--- config.mk ---
export PLATFORM = sky130hd
export DESIGN_NAME = sum_serialiser_flat
export DESIGN_NICKNAME = d
export VERILOG_FILES = /design/src/rtl/sum_serialiser_pkg.sv /design/src/rtl/sum_serialiser_if.sv /design/src/rtl/sum_serialiser_bit_timer.sv /design/src/rtl/sum_serialiser.sv /design/src/flat_wrapper.sv
export SDC_FILE = /design/constraint.sdc
export NUM_CORES = 1
export LEC_CHECK = 0
export ABC_AREA = 0
export CAP_MARGIN = 20
export CORE_UTILIZATION = 58
export CTS_CLUSTER_DIAMETER = 80
export DETAILED_ROUTE_END_ITERATION = 10
export DONT_BUFFER_PORTS = 1
export PLACE_DENSITY_LB_ADDON = 0.15
export SLEW_MARGIN = 5
export SYNTH_ARGS = -nofsm -noshare
export SYNTH_HDL_FRONTEND = slang
export SYNTH_SLANG_ARGS = --single-unit
--- constraint.sdc ---
create_clock -name i_clk -period 4.6 [get_ports i_clk]
set_input_delay 0.92 -clock i_clk [delete_from_list [all_inputs] [get_ports i_clk]]
set_output_delay 0.92 -clock i_clk [all_outputs]
set_load 0.01 [all_outputs]
--- src/rtl/sum_serialiser_pkg.sv ---
// Shared types and constants for the sum serialiser.
// SUM_SERIALISER_PARITY_EN adds an even-parity bit to every frame.
package sum_serialiser_pkg;

`ifdef SUM_SERIALISER_PARITY_EN
  typedef enum logic [2:0] {StIdle, StStart, StData, StParity, StStop} state_e;
`else
  typedef enum logic [2:0] {StIdle, StStart, StData, StStop} state_e;
`endif

  localparam logic START_BIT = 1'b0;
  localparam logic STOP_BIT  = 1'b1;

  // Wide enough for BIT_CYCLES up to 255.
  localparam int unsigned BitCntW = 8;

  function automatic int unsigned frame_bits(input int unsigned data_w);
`ifdef SUM_SERIALISER_PARITY_EN
    return data_w + 3;
`else
    return data_w + 2;
`endif
  endfunction

endpackage

--- src/rtl/sum_serialiser_if.sv ---
// Parallel-in handshake and serial-out status bundle of the sum serialiser.
interface sum_serialiser_if #(
  parameter int unsigned DATA_W = 8
) ();
  logic [DATA_W-1:0] i_data;
  logic              i_valid;
  logic              o_ready;
  logic              o_tx;
  logic              o_busy;
  logic              o_done;

  modport master (
    output i_data, i_valid,
    input  o_ready, o_tx, o_busy, o_done
  );

  modport slave (
    input  i_data, i_valid,
    output o_ready, o_tx, o_busy, o_done
  );
endinterface

--- src/rtl/sum_serialiser_bit_timer.sv ---
// Bit-period counter: counts 0..BIT_CYCLES-1 while enabled and flags the last cycle
// of each serial bit.
module sum_serialiser_bit_timer
  import sum_serialiser_pkg::*;
#(
  parameter int unsigned BIT_CYCLES = 1
) (
  input  logic clk_i,
  input  logic rst_i,
  input  logic clear_i,
  input  logic en_i,
  output logic bit_end_o
);

  localparam logic [BitCntW-1:0] LastCnt = BitCntW'(BIT_CYCLES - 1);

  logic [BitCntW-1:0] cnt_d, cnt_q;

  always_comb begin
    cnt_d = cnt_q;
    if (clear_i) begin
      cnt_d = '0;
    end else if (en_i) begin
      cnt_d = (cnt_q == LastCnt) ? '0 : cnt_q + BitCntW'(1);
    end
  end

  assign bit_end_o = en_i && !clear_i && (cnt_q == LastCnt);

  always_ff @(posedge clk_i) begin
    if (rst_i) begin
      cnt_q <= '0;
    end else begin
      cnt_q <= cnt_d;
    end
  end

endmodule

--- src/rtl/sum_serialiser.sv ---
// Serialises parallel sums into start/data/[parity]/stop frames, LSB first, with a
// one-entry holding register. SUM_SERIALISER_PARITY_EN enables the even-parity bit.
module sum_serialiser
  import sum_serialiser_pkg::*;
#(
  parameter int unsigned DATA_W     = 8,
  parameter int unsigned BIT_CYCLES = 1
) (
  input  logic            i_clk,
  input  logic            i_rst,
  sum_serialiser_if.slave bus
);

  localparam int unsigned IdxW = (DATA_W > 1) ? $clog2(DATA_W) : 1;
  localparam logic [IdxW-1:0] LastIdx = IdxW'(DATA_W - 1);

  state_e              state_d, state_q;
  logic                hold_full_d, hold_full_q;
  logic [DATA_W-1:0]   hold_data_d, hold_data_q;
  logic [DATA_W-1:0]   shift_d, shift_q;
  logic [IdxW-1:0]     idx_d, idx_q;
  logic                load_d, load_q;
`ifdef SUM_SERIALISER_PARITY_EN
  logic                parity_d, parity_q;
`endif
  logic                bit_end;
  logic                accept;
  logic                busy;

  assign accept = bus.i_valid && !hold_full_q;
  assign busy   = (state_q != StIdle);

  sum_serialiser_bit_timer #(
    .BIT_CYCLES(BIT_CYCLES)
  ) u_bit_timer (
    .clk_i    (i_clk),
    .rst_i    (i_rst),
    .clear_i  (!busy),
    .en_i     (busy),
    .bit_end_o(bit_end)
  );

  // A word accepted this very cycle counts as "held" so the start bit follows at once.
  always_comb begin
    state_d = state_q;
    unique case (state_q)
      StIdle: begin
        if (hold_full_q || accept) state_d = StStart;
      end
      StStart: begin
        if (bit_end) state_d = StData;
      end
      StData: begin
        if (bit_end && (idx_q == LastIdx)) begin
`ifdef SUM_SERIALISER_PARITY_EN
          state_d = StParity;
`else
          state_d = StStop;
`endif
        end
      end
`ifdef SUM_SERIALISER_PARITY_EN
      StParity: begin
        if (bit_end) state_d = StStop;
      end
`endif
      StStop: begin
        if (bit_end) state_d = (hold_full_q || accept) ? StStart : StIdle;
      end
      default: state_d = StIdle;
    endcase
  end

  // The held word moves to the shifter during the first start-bit cycle; the start bit
  // itself does not depend on the shifter, so this costs no latency.
  always_comb begin
    hold_full_d = hold_full_q;
    hold_data_d = hold_data_q;
    shift_d     = shift_q;
    idx_d       = idx_q;
    load_d      = (state_d == StStart) && (state_q != StStart);
`ifdef SUM_SERIALISER_PARITY_EN
    parity_d    = parity_q;
`endif
    if (load_q) begin
      shift_d     = hold_data_q;
      hold_full_d = 1'b0;
`ifdef SUM_SERIALISER_PARITY_EN
      parity_d    = ^hold_data_q;
`endif
    end
    if (accept) begin
      hold_full_d = 1'b1;
      hold_data_d = bus.i_data;
    end
    if ((state_q == StData) && bit_end) begin
      shift_d = shift_q >> 1;
      idx_d   = (idx_q == LastIdx) ? '0 : idx_q + IdxW'(1);
    end
  end

  always_comb begin
    bus.o_tx = STOP_BIT;
    case (state_q)
      StStart:  bus.o_tx = START_BIT;
      StData:   bus.o_tx = shift_q[0];
`ifdef SUM_SERIALISER_PARITY_EN
      StParity: bus.o_tx = parity_q;
`endif
      default:  bus.o_tx = STOP_BIT;
    endcase
  end

  assign bus.o_ready = !hold_full_q;
  assign bus.o_busy  = busy;
  assign bus.o_done  = (state_q == StStop) && bit_end;

  always_ff @(posedge i_clk) begin
    if (i_rst) begin
      state_q     <= StIdle;
      hold_full_q <= 1'b0;
      hold_data_q <= '0;
      shift_q     <= '0;
      idx_q       <= '0;
      load_q      <= 1'b0;
`ifdef SUM_SERIALISER_PARITY_EN
      parity_q    <= 1'b0;
`endif
    end else begin
      state_q     <= state_d;
      hold_full_q <= hold_full_d;
      hold_data_q <= hold_data_d;
      shift_q     <= shift_d;
      idx_q       <= idx_d;
      load_q      <= load_d;
`ifdef SUM_SERIALISER_PARITY_EN
      parity_q    <= parity_d;
`endif
    end
  end

endmodule

--- src/flat_wrapper.sv ---
// flat-port wrapper written by rule: the top's interface ports become plain ports
module sum_serialiser_flat import sum_serialiser_pkg::*;
#(
  parameter int unsigned DATA_W     = 8,
  parameter int unsigned BIT_CYCLES = 1
)
  (i_clk, i_rst, bus_i_data, bus_i_valid, bus_o_ready, bus_o_tx, bus_o_busy, bus_o_done);
  sum_serialiser_if #(.DATA_W(DATA_W)) bus_i ();
  input  logic i_clk;
  input  logic i_rst;
  input wire logic [$bits(bus_i.i_data)-1:0] bus_i_data;
  input wire logic [$bits(bus_i.i_valid)-1:0] bus_i_valid;
  output wire logic [$bits(bus_i.o_ready)-1:0] bus_o_ready;
  output wire logic [$bits(bus_i.o_tx)-1:0] bus_o_tx;
  output wire logic [$bits(bus_i.o_busy)-1:0] bus_o_busy;
  output wire logic [$bits(bus_i.o_done)-1:0] bus_o_done;
  assign bus_i.i_data = bus_i_data;
  assign bus_i.i_valid = bus_i_valid;
  assign bus_o_ready = bus_i.o_ready;
  assign bus_o_tx = bus_i.o_tx;
  assign bus_o_busy = bus_i.o_busy;
  assign bus_o_done = bus_i.o_done;
  sum_serialiser #(.DATA_W(DATA_W), .BIT_CYCLES(BIT_CYCLES)) u_core (.i_clk(i_clk), .i_rst(i_rst), .bus(bus_i));
endmodule
Word-level counts from Yosys, hierarchy flattened. Index checks and enable logic that the tools add are counted.

Register bits after elaboration: 32. Input port bits: 11. Output and inout port bits: 4.

Add/subtract/negate cells: 2. Eq/ne operators: 6. Mux-type cells: 12. Bitwise gates (word level): 1. Reductions and logical operators: 15.

Operators with widths (count): 2-to-1 mux 3 bit (5); 2-to-1 mux 7 bit (2); case mux 3 bit (4 select lines) (1); adder 8 x 1 -> 8 bit, second input constant (1); logical NOT 8 bit (1); == test 3 x 1 -> 1 bit, second input constant (2); == test 3 x 2 -> 1 bit, second input constant (2); logical AND 1 bit (6); nonzero test 2 bit (2); adder 3 x 1 -> 3 bit, second input constant (1); == test 3 bit, second input constant (1); logical NOT 3 bit (1); 2-to-1 mux 1 bit (3); inequality test 3 x 1 -> 1 bit, second input constant (1); nonzero test 3 bit (1); OR reduction 3 bit (1); case mux 1 bit (2 select lines) (1); OR reduction 2 bit (1); logical NOT 1 bit (1); logical OR 1 bit (1); inverter 1 bit (1).

Logic depth before layout (Yosys ltp).
Depth in word-level cells: 8. Gate-level depth with buffers: 6.

By module. A second synthesis with hierarchy kept.

Cells, all modules: 160. Area, all modules: 1417.6 um^2.

By module, submodules not included: sum_serialiser (instances 1, cells each 115, area each 1012.2 um^2, seq. area each 480.5 um^2); sum_serialiser_bit_timer (instances 1, cells each 45, area each 405.4 um^2, seq. area each 160.2 um^2).

Least setup slack after synthesis. Ideal clock, no wire load.

Path kind: register to output. Start: reg u_core.u_bit_timer.cnt_q[0]. End: out bus_o_done. Arrival time: 1.630 ns. Required time: 3.680 ns. Setup slack: 2.050 ns. Stages on the path, launching flop included: 7. Buffers on the path: 1. Cell sequence: dfxtp_1 -> inv_1 -> ha_1 -> nor4b_1 -> clkbuf_1 -> nand3_1 -> nor3b_1.

Word-level cells in the longest chain between the ends: 3.

Ends and longest elaborated chain: start: declaration (line sum_serialiser_bit_timer.sv:17) `logic [BitCntW-1:0] cnt_d, cnt_q;`; start signal: assignment (line sum_serialiser_bit_timer.sv:34) `cnt_q <= cnt_d;`; logical NOT 8 bit (line sum_serialiser_bit_timer.sv:28) `assign bit_end_o = en_i && !clear_i && (cnt_q == LastCnt);`; logical AND 1 bit (line sum_serialiser_bit_timer.sv:28); logical AND 1 bit (line sum_serialiser.sv:116) `assign bus.o_done = (state_q == StStop) && bit_end;`; end: declaration (line flat_wrapper.sv:16) `output wire logic [$bits(bus_i.o_done)-1:0] bus_o_done;`.

Every way passes these cells.

Final worst setup path. Ends and elaborated chain as after synthesis.

==> results.txt <==
status = complete, no violations
worst slack at placement = 1.81 ns
H-tree levels = 2
critical-path cell list = inv_1 -> ha_1 -> nor4b_1 -> buf_4 -> nand3_1 -> nor3b_1
port bufs = 0
leakage = 0.527 nW
post-route ant nets = 0
number of cells on the worst reg-to-reg path = 5
Worst Tran Pin Value = 1.09 ns
Critical Path RT = 3.68 ns
synth warn = 0
Post-synth EDFFs = 0
Post-synth ARST share = 0%
reg2reg setup slack = 2.36 ns
critical path endpoint category = output pin
critical setup path kind = reg -> out
routability cong. = 0.837
number of DRC markers in iteration 0 = 18
post-synthesis cell type count = 33
Placement Rows = 17
layout cell share with drive strength beyond 1 = 12.1%
final hold violation count = 0
Initial Utilization = 63.7%
Final Max Tran Viols = 0
uppermost layer routed = met4
Main synth FF type = dfxtp_1
# diodes = 0
final WL = 2620 um
WP depth = 6
Worst-Skew Late Latency = 0.33 ns
capture point of the worst path = bus_o_done
fin worst setup slack = 1.72 ns
DRC = 0
Avg Cell Area, Syn = 8.76 sq um
Wirelength per Cell = 13.6 um
area leader, netlist = dfxtp_1
global-route wire length before repair = 4300 um
RSZ-0062 raised after global routing = no
CTS tree = built
Layout area overhead = 4.28%
via count = 1174
Die W = 52.2 um
Final setup violation count = 0
total grt overflow = 0
Design Area, Final = 1530 sq um
fin crit share = 62.7%
initial antenna violation count = 0
hpwl dp = 1830 um
CP Buf/Inv Count = 2
metal3 WL = 161 um
Crit path largest cell delay = 0.40 ns
Synth Instances = 167
crit path from = u_core.u_bit_timer.cnt_q[0]$_SDFF_PP0_
Post CTS Setup Buffer Count = 0
slowest CP cell = nor3b_1
DP Area = 1460 sq um
final critical-path required period = 2.88 ns
all-layer global routing usage = 21.9%
Crit Path Max Fanout = 11
cell family with most CP delay = simple AND/OR/NAND/NOR gates
Vert. Die Dim = 52.2 um
Fillers = 185
Max-Cap Viols = 0
met1 WL = 1180 um
CORE AREA = 2300 sq um
clk buf depth = 2
Worst slew margin = 27.0%
post-cts resize count = 0
Pwr Density = 315 nW/um^2
drt first pass iters = 4
clock sink total = 32
synth top area cells = dfxtp_1 44%, mux2i_1 6.2%, a21oi_1 5.1%
share of the synthesized area in the top cell type = 43.8%
Root Buffer = clkbuf_4
Max Fclk = 0.347 GHz
mean number of vias per cell = 6.08
CTS Buf Count = 5
clock slew at reported path FFs = 0.10 ns
register area share after synthesis = 43.8%
# nets final = 179
FF-to-FF End = u_core.shift_q[0]$_SDFFE_PP0P_
clock skew = 0.00504 ns
I/O Pins = 15
cts hold-fix bufs = 0
CP Launch Type = flip-flop
Post-Syn Nets = 182
Critical Path AT = 1.96 ns
register bit count reported by yosys = 32
RR Startpoint = u_core.u_bit_timer.cnt_q[0]$_SDFF_PP0_
Mapped Area = 1460 sq um
routed length on met2 = 1240 um
setup TNS = 0 ns
maximum VDD drop = 249 uV
Hold Path Class = reg -> reg
DIE AREA = 2730 sq um
number of global-route vias before repair = 1059
minimum hold slack = 0.455 ns
largest net degree at the start of global routing = 25
-- stage by stage --
step | instances | utilization, % | power [mW]
2_1_floorplan | 167 | - | 0.317
3_3_place_gp | 184 | 63.5 | 0.318
3_5_place_dp | 184 | 63.5 | 0.319
4_1_cts | 192 | 66.2 | 0.485
5_1_grt | 193 | 66.4 | 0.502
6_report | 193 | 66.4 | 0.481
-- sequential cells by signal, indices dropped and copies added (netlist names) --
signal                    flops
u_core.shift_q                8
u_core.load_q                 1
u_core.state_q                3
u_core.hold_full_q            1
u_core.hold_data_q            8
u_core.u_bit_timer.cnt_q      8
u_core.idx_q                  3
-- power breakdown --
group	switching, mW	total [mW]	internal [mW]
registers	0.00655	0.291	0.284
logic	0.0120	0.0214	0.00945
clock network	0.0963	0.169	0.0727
-- worst min-delay path: stages (launching register included) --
cell     delay [ns]
dfxtp_1        0.32
nand2_1        0.05
a21oi_1        0.05
-- cell usage after synthesis, types with 2 or more instances --
library cell / n
a21oi_1: 15
nor3_1: 3
nand2b_1: 2
or3_1: 5
nand4_1: 4
inv_1: 5
nand2_1: 20
mux2i_1: 9
o31ai_1: 3
clkbuf_1: 10
nor2b_1: 2
xor2_1: 2
a311oi_1: 8
o21ai_0: 6
ha_1: 4
nand3_1: 6
nor3b_1: 3
dfxtp_1: 32
nor2_1: 8
a31o_2: 7
-- worst min path at each step --
stage / from / to / slack [ns] / depth (start not counted)
CTS: u_core.hold_data_q[2]$_SDFFE_PP0P_ / u_core.hold_data_q[2]$_SDFFE_PP0P_ / 0.46 / 2
global placement: u_core.hold_data_q[7]$_SDFFE_PP0P_ / u_core.hold_data_q[7]$_SDFFE_PP0P_ / 0.44 / 2
global route: u_core.hold_data_q[7]$_SDFFE_PP0P_ / u_core.hold_data_q[7]$_SDFFE_PP0P_ / 0.48 / 2
floorplan: u_core.hold_data_q[0]$_SDFFE_PP0P_ / u_core.hold_data_q[0]$_SDFFE_PP0P_ / 0.44 / 2
detailed placement: u_core.hold_data_q[2]$_SDFFE_PP0P_ / u_core.hold_data_q[2]$_SDFFE_PP0P_ / 0.44 / 2
finish: u_core.hold_data_q[2]$_SDFFE_PP0P_ / u_core.hold_data_q[2]$_SDFFE_PP0P_ / 0.45 / 2
-- cell type report --
type | count | area [sq um] | share of cell area [%]
timing repair buffer | 2 | 12.5 | 0.820
inverter | 5 | 18.8 | 1.23
sequential | 32 | 641 | 42.0
tap | 28 | 35.0 | 2.30
clock inverter | 2 | 10.0 | 0.656
clock buffer | 6 | 51.3 | 3.36
multi-input combinational | 118 | 757 | 49.6
-- logic make-up (layout without fill, tap and decap cells) --
group / after synthesis / in the layout / synth area share (%)
AO/OA/AOI/OAI: 42 / 42 / 19.4
AND/OR/NAND/NOR: 59 / 59 / 20.7
other: 1 / 1 / 0.256
flip-flops: 32 / 32 / 43.8
XOR/XNOR: 3 / 3 / 1.80
buffers and inverters: 17 / 15 / 4.45
multiplexers: 9 / 9 / 6.16
adder cells (fa/ha/maj): 4 / 4 / 3.42
-- cells in the final DEF (no fill, tap or decap), types with 4 or more instances in the layout --
cell and instances:
a311oi_1 8, or3_1 5, nand3_1 6, nor2_1 8, nand2_1 20, a31o_2 7, a21oi_1 15, o21ai_0 6
clkbuf_4 5, inv_1 5, mux2i_1 9, dfxtp_1 32, ha_1 4, nand4_1 4
-- layer usage --
metal  up-vias  track usage (%)
met5         -                0
met4         0             14.0
met3         6             6.67
met2        35             34.4
met1       537             25.8
li1        596                -
(Power assumes the default switching activity.)
==> RTL edit 1 (same flow settings) <==
Change the package constant `BitCntW` from 8 to 7.
--- a/src/rtl/sum_serialiser_pkg.sv
+++ b/src/rtl/sum_serialiser_pkg.sv
@@ -12,7 +12,7 @@
   localparam logic STOP_BIT  = 1'b1;
 
   // Wide enough for BIT_CYCLES up to 255.
-  localparam int unsigned BitCntW = 8;
+  localparam int unsigned BitCntW = 7;
 
   function automatic int unsigned frame_bits(input int unsigned data_w);
 `ifdef SUM_SERIALISER_PARITY_EN
Check against the original RTL: same outputs for any inputs over 10 cycles, from zero or initial values and one cycle with i_rst high; that may be too few to reach the edited logic, so the function may still have changed.
==> RTL edit 1 against the unedited design <==
Cell area is 2.0% lower. Global-route usage increased by 1.9 points. Synthesized cell count down 4.8%. Sequential cell count fell by 1. Routed wire length grew 1.9%. Fmax increased by 5.2%. Synthesized area down 2.3%. Sequential share of layout area shrank 0.50 points. Worst setup slack better by 0.14 ns. Total power is 2.0% higher. First-iteration DRC count is 94% higher.
==> RTL edit 1: results <==
status:
  status: "finished, final reports clean"
synthesis:
  synthDistinctLibCells: 35
  synthTopCellsByArea: "dfxtp_1 (43%), mux2i_1 (5.6%), a21oi_1 (5.3%)"
  syn_nets: 174
  yosysSeqAreaShare: 0.434
  synth_common_cells: "dfxtp_1 (31), nand2_1 (19), a21oi_1 (15)"
  synth_cells: 159
routing:
  route.vias.total: 1142
  dr.first_iter.drc_count: 35
  ant_nets: 0
  wire_per_inst_microns: 14.4
  via_per_inst: 6.14
grt:
  grt_pass1_vias: 1033
  grt_max_degree: 24
  grt_usage: 0.238
  grt_pass1_wl_mm: 4.59
worst_setup_path:
  crit_slowest_cell: "or4_1"
  cp.arrival_ns: 1.82
  cp_max_fo: 8
placement:
  hpwl_mm: 1.85
  place_inst: 178
  routabilityCongestion: 0.895
  placed_area_sq_um: 1430
pwr:
  leakagePower_nw: 0.525
  peakVddDrop_mv: 0.235
final_layout:
  drive_gt1_frac: 0.0759
cts:
  cts_resized: 0
sta:
  slew_headroom: 0.633
RTL edit 1: changes by cell type after synthesis, moves of 2 or more:
cell / change
a31o_1: +7
a31o_2: -7
buf_2: +2
clkbuf_1: -4
nand3_1: -3
nand4_1: +2
nor3b_1: -2
o21ai_0: -4
or3_1: -2
RTL edit 1: final cells by class:
type / instances / area, sq um / area share
clock buffers: 8 / 68.8 / 0.0460
multi-input cells: 111 / 733 / 0.490
flip-flops and latches: 31 / 621 / 0.415
repair buffers: 2 / 15.0 / 0.0100
inverters: 6 / 22.5 / 0.0151
well taps: 28 / 35.0 / 0.0234
RTL edit 1: cell families (layout without fill, tap and decap cells):
logic type	after synthesis	count (layout)	share of synthesized area
simple gates	55	55	0.203
compound gates	39	39	0.192
flops	31	31	0.434
buf+inv	17	16	0.0525
mux	8	8	0.0560
fa+ha+maj	4	4	0.0350
xor+xnor	4	4	0.0245
other cells	1	1	0.00262
RTL edit 1: worst paths after layout:
kind	cells past startpoint	end	from	slack, ns
max	2	bus_o_done	u_core.u_bit_timer.cnt_q[4]	1.86
min	2	u_core.hold_data_q[2]	u_core.hold_data_q[2]	0.45
max reg2reg	3	u_core.shift_q[6]	u_core.u_bit_timer.cnt_q[4]	2.87
min reg2reg	2	u_core.hold_data_q[2]	u_core.hold_data_q[2]	0.45
RTL edit 1: layer usage:
metal	track usage	vias up	share of wire
met5	0	-	0
met4	0.108	0	0.014
met3	0.0643	4	0.064
met2	0.372	38	0.47
met1	0.303	530	0.46
li1	-	570	-
RTL edit 1: where the power goes:
group	leakage [nW]	internal [mW]	total [mW]	switching, mW
sequential	0.252	0.276	0.285	0.00887
combinational	0.234	0.0113	0.0270	0.0157
clock	0.0386	0.0899	0.178	0.0883
total	0.525	0.378	0.490	0.113
==> RTL edit 2 (same settings) <==
Made on the original files. Encoding of `state_e`: now one-hot (4 bits for 4 states).
--- a/src/rtl/sum_serialiser_pkg.sv
+++ b/src/rtl/sum_serialiser_pkg.sv
@@ -5,7 +5,7 @@
 `ifdef SUM_SERIALISER_PARITY_EN
   typedef enum logic [2:0] {StIdle, StStart, StData, StParity, StStop} state_e;
 `else
-  typedef enum logic [2:0] {StIdle, StStart, StData, StStop} state_e;
+  typedef enum logic [3:0] {StIdle = 4'b0001, StStart = 4'b0010, StData = 4'b0100, StStop = 4'b1000} state_e;
 `endif
 
   localparam logic START_BIT = 1'b0;
Check against the original RTL: same outputs for any inputs over 10 cycles, from zero or initial values and one cycle with i_rst high; not proved beyond that.
==> RTL edit 2 against the unedited design <==
Synthesized area increased by 2.5%. Routed wire length is 1.5% lower. Core utilization shrank 2.6 points. Global-route usage is 0.12 points lower. Cell area increased by 2.7%. Clock skew increased by 0.0039 ns. Via count down 2.6%. Register-to-register slack improved by 0.37 ns. Fmax increased by 3.6%. Worst setup slack improved by 0.10 ns. Sequential cell count up 1. Critical path depth decreased by 1. Highest routed layer unchanged.
Power is not compared: it rests on default switching activity, and its combinational part moved more than twofold at a synthesized area within 25%.
==> RTL edit 2: results <==
grt:
  grtUsageMet3: 0.0841
  grt_pass1_vias: 1008
  grt_max_degree: 36
  grt_usage: 0.218
  use_met2: 0.323
  grtUsageMet1: 0.272
  grt_pass1_wl_mm: 4.27
final_layout:
  drive_gt1_frac: 0.0651
  nFillCells: 215
  num-nets-final: 184
  instances_no_fill: 199
placement:
  port_buffers: 0
  place_ws_ns: 2.21
  placed_area_sq_um: 1510
  place_inst: 192
  hpwl_mm: 1.80
  routabilityCongestion: 0.885
synthesis:
  synthTopCellsByArea: "dfxtp_1 (44%), nand2_1 (6.0%), mux2i_1 (5.3%)"
  synth_common_cells: "dfxtp_1 (33), nand2_1 (24), nor2_1 (11)"
  synth_cells: 169
  yosysSeqAreaShare: 0.441
  synthDistinctLibCells: 34
  synth.area.mux_share: 0.0534
  synth_fa_ha_area_frac: 0.0409
  synth_ff_type: "dfxtp_1"
  synthXorXnorAreaFrac: 0.0409
  synth_compound_area_frac: 0.114
routing:
  dr.first_iter.drc_count: 34
  wirelength_mm: 2.58
  drt_pass1_iterations: 4
  route.vias.total: 1144
cts:
  clk_pin_slew_ns: 0.09
  cts_resized: 0
worst_setup_path:
  cp.arrival_ns: 1.86
  cp_max_fo: 8
  r2r_start: "u_core.state_q[0]"
sta:
  skew_ns: 0.00892
  slew_headroom: 0.583
status:
  status: "finished, final reports clean"
[RTL edit 2: final cells by class]
class	instances	share of cell area
multi-input combinational	121	0.498
inverter	7	0.0168
clock buffer	7	0.0351
timing repair buffer	1	0.00479
sequential	33	0.422
tap	30	0.0240
[RTL edit 2: path summary, 6_finish.rpt]
| check | slack [ns] | end | cells after the start |
|---|---|---|---|
| worst max-delay path | 1.82 | bus_o_done | 5 |
| worst min-delay path | 0.46 | u_core.hold_data_q[2] | 2 |
| worst max register to register | 2.73 | u_core.shift_q[6] | 5 |
| worst min register to register | 0.46 | u_core.hold_data_q[2] | 2 |
[RTL edit 2: worst max-delay path, cell delays in order (launching register included)]
cell and delay, ns:
dfxtp_1 0.35, inv_1 0.07, ha_1 0.16, nor4b_1 0.32
nand2_1 0.26, nor3_1 0.37
[RTL edit 2: cells by family after synthesis]
logic type,count (synthesis)
and+or+nand+nor,74
AOI/OAI and AO/OA,27
buffers and inverters,15
xor gates and xnor gates,7
adders and majority gates,5
muxes,8
DFF,33
[RTL edit 2: per-layer routing]
metal  vias up  share of wire
li1        587              -
met1       523           0.52
met2        30           0.41
met3         4          0.057
met4         0          0.011
met5         -              0
[RTL edit 2: report_power, final]
| group | internal (mW) | total, mW | switching [mW] | leakage [nW] |
|---|---|---|---|---|
| Sequential | 0.300 | 0.318 | 0.0184 | 0.268 |
| Combinational | 0.0287 | 0.0604 | 0.0316 | 0.269 |
| Clock | 0.0721 | 0.163 | 0.0913 | 0.0314 |
